--- config.mk ---
export PLATFORM = sky130hd
export DESIGN_NAME = acc_datapath_flat
export DESIGN_NICKNAME = d
export VERILOG_FILES = /design/src/rtl/acc_datapath_if.sv /design/src/rtl/acc_datapath.sv /design/src/flat_wrapper.sv
export SDC_FILE = /design/constraint.sdc
export NUM_CORES = 1
export LEC_CHECK = 0
export ABC_CLOCK_PERIOD_IN_PS = 8050
export CORE_ASPECT_RATIO = 1.2
export CORE_MARGIN = 4
export CORE_UTILIZATION = 50
export DETAILED_ROUTE_END_ITERATION = 10
export GPL_TIMING_DRIVEN = 0
export PLACE_DENSITY = 0.67
export SLEW_MARGIN = 5
export SYNTH_ARGS = -nofsm -noshare
export SYNTH_HDL_FRONTEND = slang
export SYNTH_SLANG_ARGS = --single-unit
--- constraint.sdc ---
create_clock -name clk -period 8.05 [get_ports clk]
set_input_delay 1.61 -clock clk [delete_from_list [all_inputs] [get_ports clk]]
set_output_delay 1.61 -clock clk [all_outputs]
set_load 0.02 [all_outputs]
--- src/rtl/acc_datapath_if.sv ---
// Control word, preload port and status bundle between the accumulator CPU controller and its datapath.
// Purely combinational wiring; no latency or flow control of its own.
interface acc_datapath_if #(
   parameter int AW = 5,
   parameter int DW = 8
);
   logic          MemRead;
   logic          MemWrite;
   logic          ldIR;
   logic          ldMDR;
   logic          ldAcc;
   logic          IorD;
   logic          Asrc;
   logic          AccSrc;
   logic          PCsrc;
   logic          PCwrite;
   logic          jz;
   logic [1:0]    ALUop;
   logic [1:0]    Bsrc;
   logic          init_we;
   logic [AW-1:0] init_addr;
   logic [DW-1:0] init_data;
   logic [2:0]    opcode;
   logic          zero;
   logic [DW-1:0] acc_out;
   logic [AW-1:0] pc_out;

   modport master (
      output MemRead, MemWrite, ldIR, ldMDR, ldAcc, IorD, Asrc, AccSrc, PCsrc, PCwrite, jz,
      output ALUop, Bsrc, init_we, init_addr, init_data,
      input  opcode, zero, acc_out, pc_out
   );

   modport slave (
      input  MemRead, MemWrite, ldIR, ldMDR, ldAcc, IorD, Asrc, AccSrc, PCsrc, PCwrite, jz,
      input  ALUop, Bsrc, init_we, init_addr, init_data,
      output opcode, zero, acc_out, pc_out
   );
endinterface

--- src/rtl/acc_datapath.sv ---
// Multicycle accumulator CPU datapath: PC, IR, MDR, Acc, ALU and unified memory.
// Registers update one edge after their enable; no backpressure, the controller's control word is obeyed every cycle.
module acc_datapath #(
   parameter int AW = 5,
   parameter int DW = 8
) (
   input  logic             clk,
   input  logic             rst,
   acc_datapath_if.slave    bus
);

   logic [AW-1:0] pc;
   logic [DW-1:0] ir;
   logic [DW-1:0] mdr;
   logic [DW-1:0] acc;
   logic [DW-1:0] mem [0:(1<<AW)-1];

   logic [AW-1:0] mem_addr;
   logic [DW-1:0] mem_rdata;
   logic [DW-1:0] alu_a;
   logic [DW-1:0] alu_b;
   logic [DW-1:0] alu_res;
   logic          pc_we;

   always_comb begin
      mem_addr  = bus.IorD ? ir[AW-1:0] : pc;
      mem_rdata = mem[mem_addr];
   end

   always_comb begin
      alu_a = bus.Asrc ? acc : {{(DW-AW){1'b0}}, pc};
      case (bus.Bsrc)
         2'b00:   alu_b = mdr;
         2'b01:   alu_b = DW'(1);
         2'b10:   alu_b = {{(DW-AW){1'b0}}, ir[AW-1:0]};
         default: alu_b = '0;
      endcase
   end

   // Carry and borrow fall off the top; everything is mod 2^DW.
   always_comb begin
      case (bus.ALUop)
         2'b00:   alu_res = alu_a + alu_b;
         2'b01:   alu_res = alu_a - alu_b;
         2'b10:   alu_res = alu_a & alu_b;
         default: alu_res = ~alu_a;
      endcase
   end

   assign pc_we = bus.PCwrite | (bus.jz & (acc == '0));

   always_ff @(posedge clk or posedge rst) begin
      if (rst) begin
         pc  <= '0;
         ir  <= '0;
         mdr <= '0;
         acc <= '0;
      end else begin
         if (bus.ldIR)
            ir <= mem_rdata;
         if (bus.MemRead || bus.ldMDR)
            mdr <= mem_rdata;
         if (bus.ldAcc)
            acc <= bus.AccSrc ? mdr : alu_res;
         if (pc_we)
            pc <= bus.PCsrc ? ir[AW-1:0] : alu_res[AW-1:0];
      end
   end

   // Memory is not reset; the preload port takes priority over a store.
   always_ff @(posedge clk) begin
      if (bus.init_we)
         mem[bus.init_addr] <= bus.init_data;
      else if (bus.MemWrite)
         mem[mem_addr] <= acc;
   end

   assign bus.opcode  = ir[DW-1:AW];
   assign bus.zero    = (acc == '0);
   assign bus.acc_out = acc;
   assign bus.pc_out  = pc;

endmodule

--- src/flat_wrapper.sv ---
// flat-port wrapper written by rule: the top's interface ports become plain ports
module acc_datapath_flat 
#(
   parameter int AW = 5,
   parameter int DW = 8
)
  (clk, rst, bus_MemRead, bus_MemWrite, bus_ldIR, bus_ldMDR, bus_ldAcc, bus_IorD, bus_Asrc, bus_AccSrc, bus_PCsrc, bus_PCwrite, bus_jz, bus_ALUop, bus_Bsrc, bus_init_we, bus_init_addr, bus_init_data, bus_opcode, bus_zero, bus_acc_out, bus_pc_out);
  acc_datapath_if #(.AW(AW), .DW(DW)) bus_i ();
  input  logic clk;
  input  logic rst;
  input wire logic [$bits(bus_i.MemRead)-1:0] bus_MemRead;
  input wire logic [$bits(bus_i.MemWrite)-1:0] bus_MemWrite;
  input wire logic [$bits(bus_i.ldIR)-1:0] bus_ldIR;
  input wire logic [$bits(bus_i.ldMDR)-1:0] bus_ldMDR;
  input wire logic [$bits(bus_i.ldAcc)-1:0] bus_ldAcc;
  input wire logic [$bits(bus_i.IorD)-1:0] bus_IorD;
  input wire logic [$bits(bus_i.Asrc)-1:0] bus_Asrc;
  input wire logic [$bits(bus_i.AccSrc)-1:0] bus_AccSrc;
  input wire logic [$bits(bus_i.PCsrc)-1:0] bus_PCsrc;
  input wire logic [$bits(bus_i.PCwrite)-1:0] bus_PCwrite;
  input wire logic [$bits(bus_i.jz)-1:0] bus_jz;
  input wire logic [$bits(bus_i.ALUop)-1:0] bus_ALUop;
  input wire logic [$bits(bus_i.Bsrc)-1:0] bus_Bsrc;
  input wire logic [$bits(bus_i.init_we)-1:0] bus_init_we;
  input wire logic [$bits(bus_i.init_addr)-1:0] bus_init_addr;
  input wire logic [$bits(bus_i.init_data)-1:0] bus_init_data;
  output wire logic [$bits(bus_i.opcode)-1:0] bus_opcode;
  output wire logic [$bits(bus_i.zero)-1:0] bus_zero;
  output wire logic [$bits(bus_i.acc_out)-1:0] bus_acc_out;
  output wire logic [$bits(bus_i.pc_out)-1:0] bus_pc_out;
  assign bus_i.MemRead = bus_MemRead;
  assign bus_i.MemWrite = bus_MemWrite;
  assign bus_i.ldIR = bus_ldIR;
  assign bus_i.ldMDR = bus_ldMDR;
  assign bus_i.ldAcc = bus_ldAcc;
  assign bus_i.IorD = bus_IorD;
  assign bus_i.Asrc = bus_Asrc;
  assign bus_i.AccSrc = bus_AccSrc;
  assign bus_i.PCsrc = bus_PCsrc;
  assign bus_i.PCwrite = bus_PCwrite;
  assign bus_i.jz = bus_jz;
  assign bus_i.ALUop = bus_ALUop;
  assign bus_i.Bsrc = bus_Bsrc;
  assign bus_i.init_we = bus_init_we;
  assign bus_i.init_addr = bus_init_addr;
  assign bus_i.init_data = bus_init_data;
  assign bus_opcode = bus_i.opcode;
  assign bus_zero = bus_i.zero;
  assign bus_acc_out = bus_i.acc_out;
  assign bus_pc_out = bus_i.pc_out;
  acc_datapath #(.AW(AW), .DW(DW)) u_core (.clk(clk), .rst(rst), .bus(bus_i));
endmodule
==> results of run 1 <==
routing by layer:
layer,GRT usage (%),vias to the layer above
met5,0,-
met4,8.937,0
met3,2.862,80
met2,38.50,463
met1,32.61,4538
li1,-,4176
cells by family after synthesis:
| group | after synthesis | share of synthesized area (%) |
|---|---|---|
| AO/OA/AOI/OAI | 289 | 14.01 |
| XOR/XNOR | 9 | 0.6890 |
| adder cells (fa/ha/maj) | 10 | 0.9870 |
| buffers and inverters | 107 | 3.613 |
| flip-flops | 285 | 62.61 |
| multiplexers | 64 | 7.812 |
| AND/OR/NAND/NOR | 284 | 10.28 |
stage by stage:
stage / setup WS (ps) / hold WS [ps] / util, % / power [W] / cell area [um2]
floorplan: 3670 / 481.9 / - / 0.003198 / 13440
global placement: 1295 / 528.1 / 54.02 / 0.003811 / 14280
finish: 3204 / 549.9 / 57.32 / 0.005067 / 15150
CTS: 3270 / 550.0 / 57.32 / 0.005061 / 15150
detailed placement: 2734 / 533.3 / 54.16 / 0.003852 / 14320
global route: 2951 / 592.7 / 57.32 / 0.005324 / 15150
state kept, by name, summed over array words and instances (netlist names):
signal              cells
u_core.bus.pc_out       5
u_core.bus.acc_out      8
u_core.mdr              8
u_core.mem            256
u_core.ir               8
worst paths after layout:
path | start | end | cells past startpoint | slack [ps]
max | bus_Bsrc[0] | u_core.bus.acc_out[7] | 16 | 3200
max in group asynchronous | rst | u_core.ir[0] | 2 | 5660
max reg2reg | u_core.ir[0] | u_core.bus.acc_out[7] | 18 | 3590
min in group asynchronous | rst | u_core.bus.acc_out[4] | 2 | 1680
min | u_core.ir[5] | u_core.ir[5] | 2 | 550
min reg2reg | u_core.ir[5] | u_core.ir[5] | 2 | 550
final cells by class:
class / count / area, um2
repair buffers: 43 / 447.9
multi-input cells: 656 / 4551
clock inverters: 18 / 143.9
well taps: 335 / 419.2
flip-flops and latches: 285 / 8413
clock buffers: 31 / 690.7
plain buffers: 67 / 335.3
inverters: 40 / 150.1
fillers: 2121 / 11280
synthesized netlist by cell type (21+ instances only):
library cell  instances
dfrtp_1              29
a211oi_1             35
a31oi_1              21
mux2i_1              22
o21ai_0              61
nand2_1              96
clkbuf_1             31
a22oi_1              50
edfxtp_1            256
a21oi_1              50
mux4_2               23
o22ai_1              22
nand2b_1             32
nor3_1               29
nor2_1               65
inv_1                38
worst reg2reg max path: stages (launching register included):
cell      delay [ps]
dfrtp_1          320
clkbuf_2         180
clkinv_1         330
buf_2            340
buf_1            320
o21ai_0          220
o21ai_0          180
ha_1             260
nand2b_1         110
nand2_1           70
xor2_1           150
ha_1             340
inv_1            100
o21ai_0           90
a211oi_1         450
o21bai_1         110
a21oi_1          220
xnor3_1          340
o41ai_1          230
power by group through the flow:
stage	Combinational, W	Sequential [W]	Clock (W)
after global routing	0.00214	0.00189	0.00129
final	0.00197	0.00188	0.00121
after detailed placement	0.00194	0.00191	0
after floorplan	0.00129	0.00190	0
after global placement	0.00191	0.00191	0
after CTS	0.00195	0.00188	0.00123
placed cells by master (no fill, tap or decap), drive strengths merged, types with 6 or more instances in the layout:
cell and count:
edfxtp 256, nand2 96, nor2 65, o21ai 64, clkbuf 63, a21oi 50, a22oi 50, clkdlybuf4s50 42
inv 38, a211oi 36, buf 36, nor3 35, nand2b 32, dfrtp 29, mux4 28, mux2i 24
o22ai 22, a31oi 21, nor2b 19, clkinv 13, mux2 12, ha 9, nand3 8, o21bai 7
or3b 6, a22o 6
==> impl_summary.txt, run 1 <==
----------------------------------------------------
[Status]
  Run status ... completed

[Logic synthesis]
  Largest cells by area after synthesis ... edfxtp_1 (57%), dfrtp_1 (5.4%), mux4_2 (3.9%)
  Number of enable flip-flop cells after synthesis ... 256
  Post-Synthesis Mean Instance Area ... 12.82 um2
  Flop and latch count out of synthesis ... 285
  Number of warning messages in the yosys log ... 0
  Post-synthesis async set-or-reset flop share ... 10.18%
  Cell area after technology mapping ... 0.01344 mm2
  Post-synth top area cell ... edfxtp_1
  Number of unique standard cell types used by synthesis ... 65
  Synth Net Count ... 1,089
  Post-synthesis cell count ... 1,048
  Sequential cell area fraction in the yosys report ... 62.61%
  Top FF cell, synth ... edfxtp_1
  Yosys top cell area share ... 57.21%

[CTS]
  Clock tree from TritonCTS ... built
  TritonCTS Buffers ... 27
  Number of buffers on the longest clock path ... 3
  PostCTS Resize Cnt ... 0
  Root buf cell ... clkbuf_16
  Htree depth ... 1
  # clock sinks ... 285
  Clock latency reported for the late side of the worst-skew pair ... 540 ps
  Hold-fix buffers, CTS ... 0
  Clock-pin slew on the worst setup and hold paths ... 70 ps
  Total setup buffers inserted after CTS ... 0

[Timing]
  Shortest clock period the worst path allows after layout ... 4846 ps
  Total setup violations reported at the end of the flow ... 0
  Final hold viol count ... 0
  Final Cycle Share ... 60.19%
  Final slew viol count ... 0
  Maximum frequency from static timing analysis ... 206.4 MHz
  Transition time at the pin with the least slew margin ... 1350 ps
  RSZ-0062 raised after global routing ... no
  Worst Skew ... 13.76 ps
  Final-layout setup total negative slack ... 0 ps
  Slew margin rel. ... 9.562%

[Power and ir drop]
  Peak supply drop ... 0.0001357 V
  Power share of the combinational group ... 38.9%
  Total net switching power ... 0.001863 W
  Sequential cell fraction of total power ... 37.1%
  Leakage component of the power ... 5.161 nW
  Total power per unit cell area ... 334.4 mW/mm2
  Proportion of power drawn by the clock network ... 24.0%
  Switching Fraction ... 36.77%
  Pint ... 0.003204 W

[Drt]
  Via density ... 6.276
  Top layer used by detailed routing ... met4
  DRC violation count after routing ... 0
  Detailed route wirelength on metal2 ... 16,940 um
  Violation count after the first detailed-routing iteration ... 1,108
  Met3 routed wirelength ... 2730 um
  Antenna violation net count after detailed routing ... 0
  Total via count after detailed routing ... 9,257
  M1 WL ... 13,940 um
  Wire length per cell ... 23.72 um
  Total Routed Length ... 34,990 um
  First-pass DRT Iterations ... 6

[GRT]
  Number of global-route vias before repair ... 9,003
  GR Overflow Total ... 0
  Initial antenna violation count ... 0
  Largest net degree at the start of global routing ... 33
  Global Route Usage Sum ... 23.63%
  First-pass GRT wire length ... 53,730 um

[Critical path]
  WP buf/inv ... 3
  Critical setup path kind ... primary input to flop
  Critical path's most frequent cell ... o21ai_0
  Standard cell with the maximum stage delay on the critical path ... clkdlybuf4s50_1
  Delay contributed by the slowest stage of the critical path ... 580 ps
  Cell family with most CP delay ... compound AO/OA/AOI/OAI gates
  Critical path, cell by cell ... clkdlybuf4s50_1, clkbuf_1, o21ai_0, o21ai_0, ha_1, nand2b_1, nand2_1, xor2_1, ha_1, inv_1, o21ai_0, a211oi_1, o21bai_1, a21oi_1, xnor3_1, o41ai_1
  Required arrival time at the worst endpoint ... 8470 ps
  Kind of start point of the critical path ... primary input
  Peak fanout along the critical path ... 10
  CP arrival ... 5270 ps
  Kind of end point of the critical path ... flop

[Place]
  Routability-driven placement congestion ratio ... 0.9015
  Port bufs ... 42
  Sum of net half-perimeters after detailed placement ... 24,290 um
  Cell total after placement ... 1,426

[Finish]
  Non-filler instance count after layout ... 1,475
  Diodes inserted ... 0
  Fraction of layout instances using a drive strength above 1 ... 10.70%
  Synthesis-to-layout area growth ... 12.75%
  Total Nets Final ... 1,161

[Floorplanning]
  Total die area ... 0.02957 mm2
  Y dimension of the die ... 187.6 um
  Effective utilization at floorplan ... 50.84%
  Cell row count ... 65
  Core Footprint ... 0.02643 mm2
  Top-level port count ... 48
  Width of the die ... 157.7 um

[Flow run]
  Max-cap viol count ... 0

[Min path]
  Hold Crit Class ... flop to flop

----------------------------------------------------
Note: power is estimated with default switching activity, not from simulation.
==> run 2: changes to the inputs <==
- ABC_CLOCK_PERIOD_IN_PS: 8050 -> 5040
- clock period: 8.05 -> 5.04 ns (I/O delays scaled with it)
==> results of run 2 <==
The final DEF is identical to that of run 1. Status: completed.
Among the figures that moved: setup slack after placement 2734 ps -> 325.8 ps; setup slack after layout 3204 ps -> 580.4 ps; start point of the critical path bus_Bsrc[0] -> u_core.ir[0]; register-to-register setup slack 3590 ps -> 580 ps; total power 0.005067 W -> 0.008092 W; worst IR drop on VDD 0.0001357 V -> 0.0002168 V
==> run 3: changes to the inputs <==
- PLACE_DENSITY: 0.67 -> 0.69
==> run 3 against run 2 <==
  * Via count grew 0.73%
  * Wire length grew 0.41%
  * Final cell count shrank 0.20%
  * Setup slack lost 36 ps
  * Count of clock-buffer cells in the layout grew 1
  * Clock skew shrank 3.5 ps
  * Global-route usage grew 0.072 points
  * Critical path depth is the same
  * Worst hold slack lost 37 ps
  * Critical path type unchanged
  * Critical endpoint unchanged
==> impl_summary.txt, run 3 (same netlist as run 1, synthesis figures left out) <==
----------------------------------------------------
[Drt]
  Antenna violation net count after detailed routing ... 0 (unchanged)
  Total Routed Length ... 35,130 um (+0.41%)
  Wire length per cell ... 23.87 um (+0.61%)
  Violation count after the first detailed-routing iteration ... 1,232 (+11%)
  First-pass DRT Iterations ... 8 (+2)
  DRC violation count after routing ... 0 (unchanged)
  Total via count after detailed routing ... 9,325 (+0.73%)
  Via density ... 6.335 (+0.94%)

[Critical path]
  Critical path's most frequent cell ... o21ai_0
  Launching instance or port of the critical path ... u_core.ir[0]
  Required arrival time at the worst endpoint ... 5460 ps
  Kind of start point of the critical path ... flop
  Worst reg2reg setup slack ... 540 ps
  Kind of end point of the critical path ... flop
  Cell family with most CP delay ... compound AO/OA/AOI/OAI gates
  Peak fanout along the critical path ... 10 (unchanged)
  CP arrival ... 4920 ps
  Standard cell with the maximum stage delay on the critical path ... a211oi_1
  Critical path, cell by cell ... clkbuf_2, clkinv_1, buf_2, buf_1, o21ai_0, o21ai_0, ha_1, nand2b_1, nand2_1, xor2_1, ha_1, inv_1, o21ai_0, a211oi_1, o21bai_1, a21oi_1, xnor3_1, o41ai_1
  WP buf/inv ... 5
  Terminus of the critical flop-to-flop path ... u_core.bus.acc_out[7]
  RR Startpoint ... u_core.ir[0]
  Delay contributed by the slowest stage of the critical path ... 380 ps
  Depth of the worst register-to-register path ... 18 (unchanged)
  Critical setup path kind ... flop to flop

[Place]
  Sum of net half-perimeters after detailed placement ... 24,430 um (+0.57%)
  Port bufs ... 42 (unchanged)
  Routability-driven placement congestion ratio ... 0.9175 (+1.8%)

[Floorplanning]
  Top-level port count ... 48 (unchanged)
  Core Footprint ... 0.02643 mm2 (unchanged)
  Cell row count ... 65 (unchanged)
  Width of the die ... 157.7 um (unchanged)
  Y dimension of the die ... 187.6 um (unchanged)
  Effective utilization at floorplan ... 50.84% (unchanged)
  Total die area ... 0.02957 mm2 (unchanged)

[Flow run]
  Max-cap viol count ... 0 (unchanged)

[Timing]
  Maximum frequency from static timing analysis ... 222.4 MHz
  Final hold viol count ... 0 (unchanged)
  Transition time at the pin with the least slew margin ... 1302 ps (-48.49 ps)
  Final-layout setup total negative slack ... 0 ps (unchanged)
  Shortest clock period the worst path allows after layout ... 4495 ps
  RSZ-0062 raised after global routing ... no
  Slew margin rel. ... 12.81% (+3.2 points)
  Final slew viol count ... 0 (unchanged)
  Worst Skew ... 10.26 ps (-3.500 ps)
  Final Cycle Share ... 89.20%
  Total setup violations reported at the end of the flow ... 0 (unchanged)
  Post-Route Hold Slack ... 512.8 ps (-37.01 ps)

[Finish]
  Largest register by flop count ... u_core.mem
  Filler cell count ... 2,069 (-2.5%)
  FF/Latch Area ... 0.008413 mm2 (unchanged)
  Diodes inserted ... 0 (unchanged)
  Final core utilization ... 57.52% (+0.20 points)
  Total Nets Final ... 1,161 (unchanged)
  Leading cell type in the layout, fill and taps excluded ... edfxtp_1
  Area used by multi-input combinational logic ... 0.004551 mm2 (unchanged)
  Number of flip-flops under the largest register name ... 256 (unchanged)
  Fraction of layout instances using a drive strength above 1 ... 10.47% (-0.24 points)
  Commonest non-fill, non-tap cells in the layout ... edfxtp_1 (256), nand2_1 (96), nor2_1 (65)
  Synthesis-to-layout area growth ... 13.15%

[Power and ir drop]
  Leakage component of the power ... 5.195 nW (+0.66%)
  Peak supply drop ... 0.0002287 V
  Total power per unit cell area ... 541.2 mW/mm2

[CTS]
  TritonCTS Buffers ... 27 (unchanged)
  # clock sinks ... 285 (unchanged)
  Htree depth ... 1 (unchanged)
  Number of buffers on the longest clock path ... 3 (unchanged)
  Root buf cell ... clkbuf_16
  PostCTS Resize Cnt ... 0 (unchanged)
  Total setup buffers inserted after CTS ... 0 (unchanged)
  Hold-fix buffers, CTS ... 0 (unchanged)
  Clock-pin slew on the worst setup and hold paths ... 60 ps (about the same)
  Clock latency reported for the late side of the worst-skew pair ... 530 ps (about the same)
  Clock tree from TritonCTS ... built

[GRT]
  First-pass GRT wire length ... 54,020 um (+0.54%)
  GR Overflow Total ... 0 (unchanged)
  Initial antenna violation count ... 0 (unchanged)
  Global Route Usage Sum ... 23.71% (+0.072 points)
  Number of global-route vias before repair ... 9,269 (+3.0%)
  Largest net degree at the start of global routing ... 33 (unchanged)

[Min path]
  Hold-critical path endpoint ... u_core.ir[7]
  Number of cells on the worst hold path ... 1 (-1)
  Hold path startpoint ... u_core.ir[7]
  Hold Crit Class ... flop to flop

[Status]
  Run status ... completed

----------------------------------------------------
[run 3: layer usage]
metal  global-route usage, %  wire length (um)
met5                       0                 0
met4                   9.666              1513
met3                   2.955              2544
met2                   39.48             17240
met1                   31.51             13840
[run 3: report_power, final]
group	total, W	switching [W]	internal, W
logic	0.00315	0.00195	0.00120
registers	0.00300	0.000165	0.00284
clock network	0.00208	0.000845	0.00123
total	0.00823	0.00296	0.00527
[run 3: metrics by stage]
stage                     worst slack (ps)  area (um2)  total power, W  std cells
after CTS                            580.4       15200        0.008208       1472
after floorplan                       1262       13440        0.005108       1048
after global placement               -1191       14280        0.006073       1425
after detailed placement             258.2       14320        0.006148       1426
after global routing                 211.4       15200        0.008618       1472
final                                544.5       15200        0.008229       1472
[run 3: worst max path at each step]
stage | end | slack, ps | cells after the start
final | u_core.bus.acc_out[7] | 540 | 18
after global routing | u_core.bus.acc_out[7] | 210 | 18
after CTS | u_core.bus.acc_out[7] | 580 | 18
after detailed placement | u_core.bus.acc_out[7] | 260 | 16
after global placement | u_core.mem[6][5] | -1190 | 4
after floorplan | u_core.bus.acc_out[7] | 1260 | 15
[run 3: layout make-up]
class / count / share of cell area, %
sequential: 285 / 55.33
multi-input combinational: 656 / 29.93
clock buffer: 32 / 4.567
timing repair buffer: 43 / 2.946
tap: 335 / 2.757
buffer: 67 / 2.205
clock inverter: 14 / 1.276
inverter: 40 / 0.9875
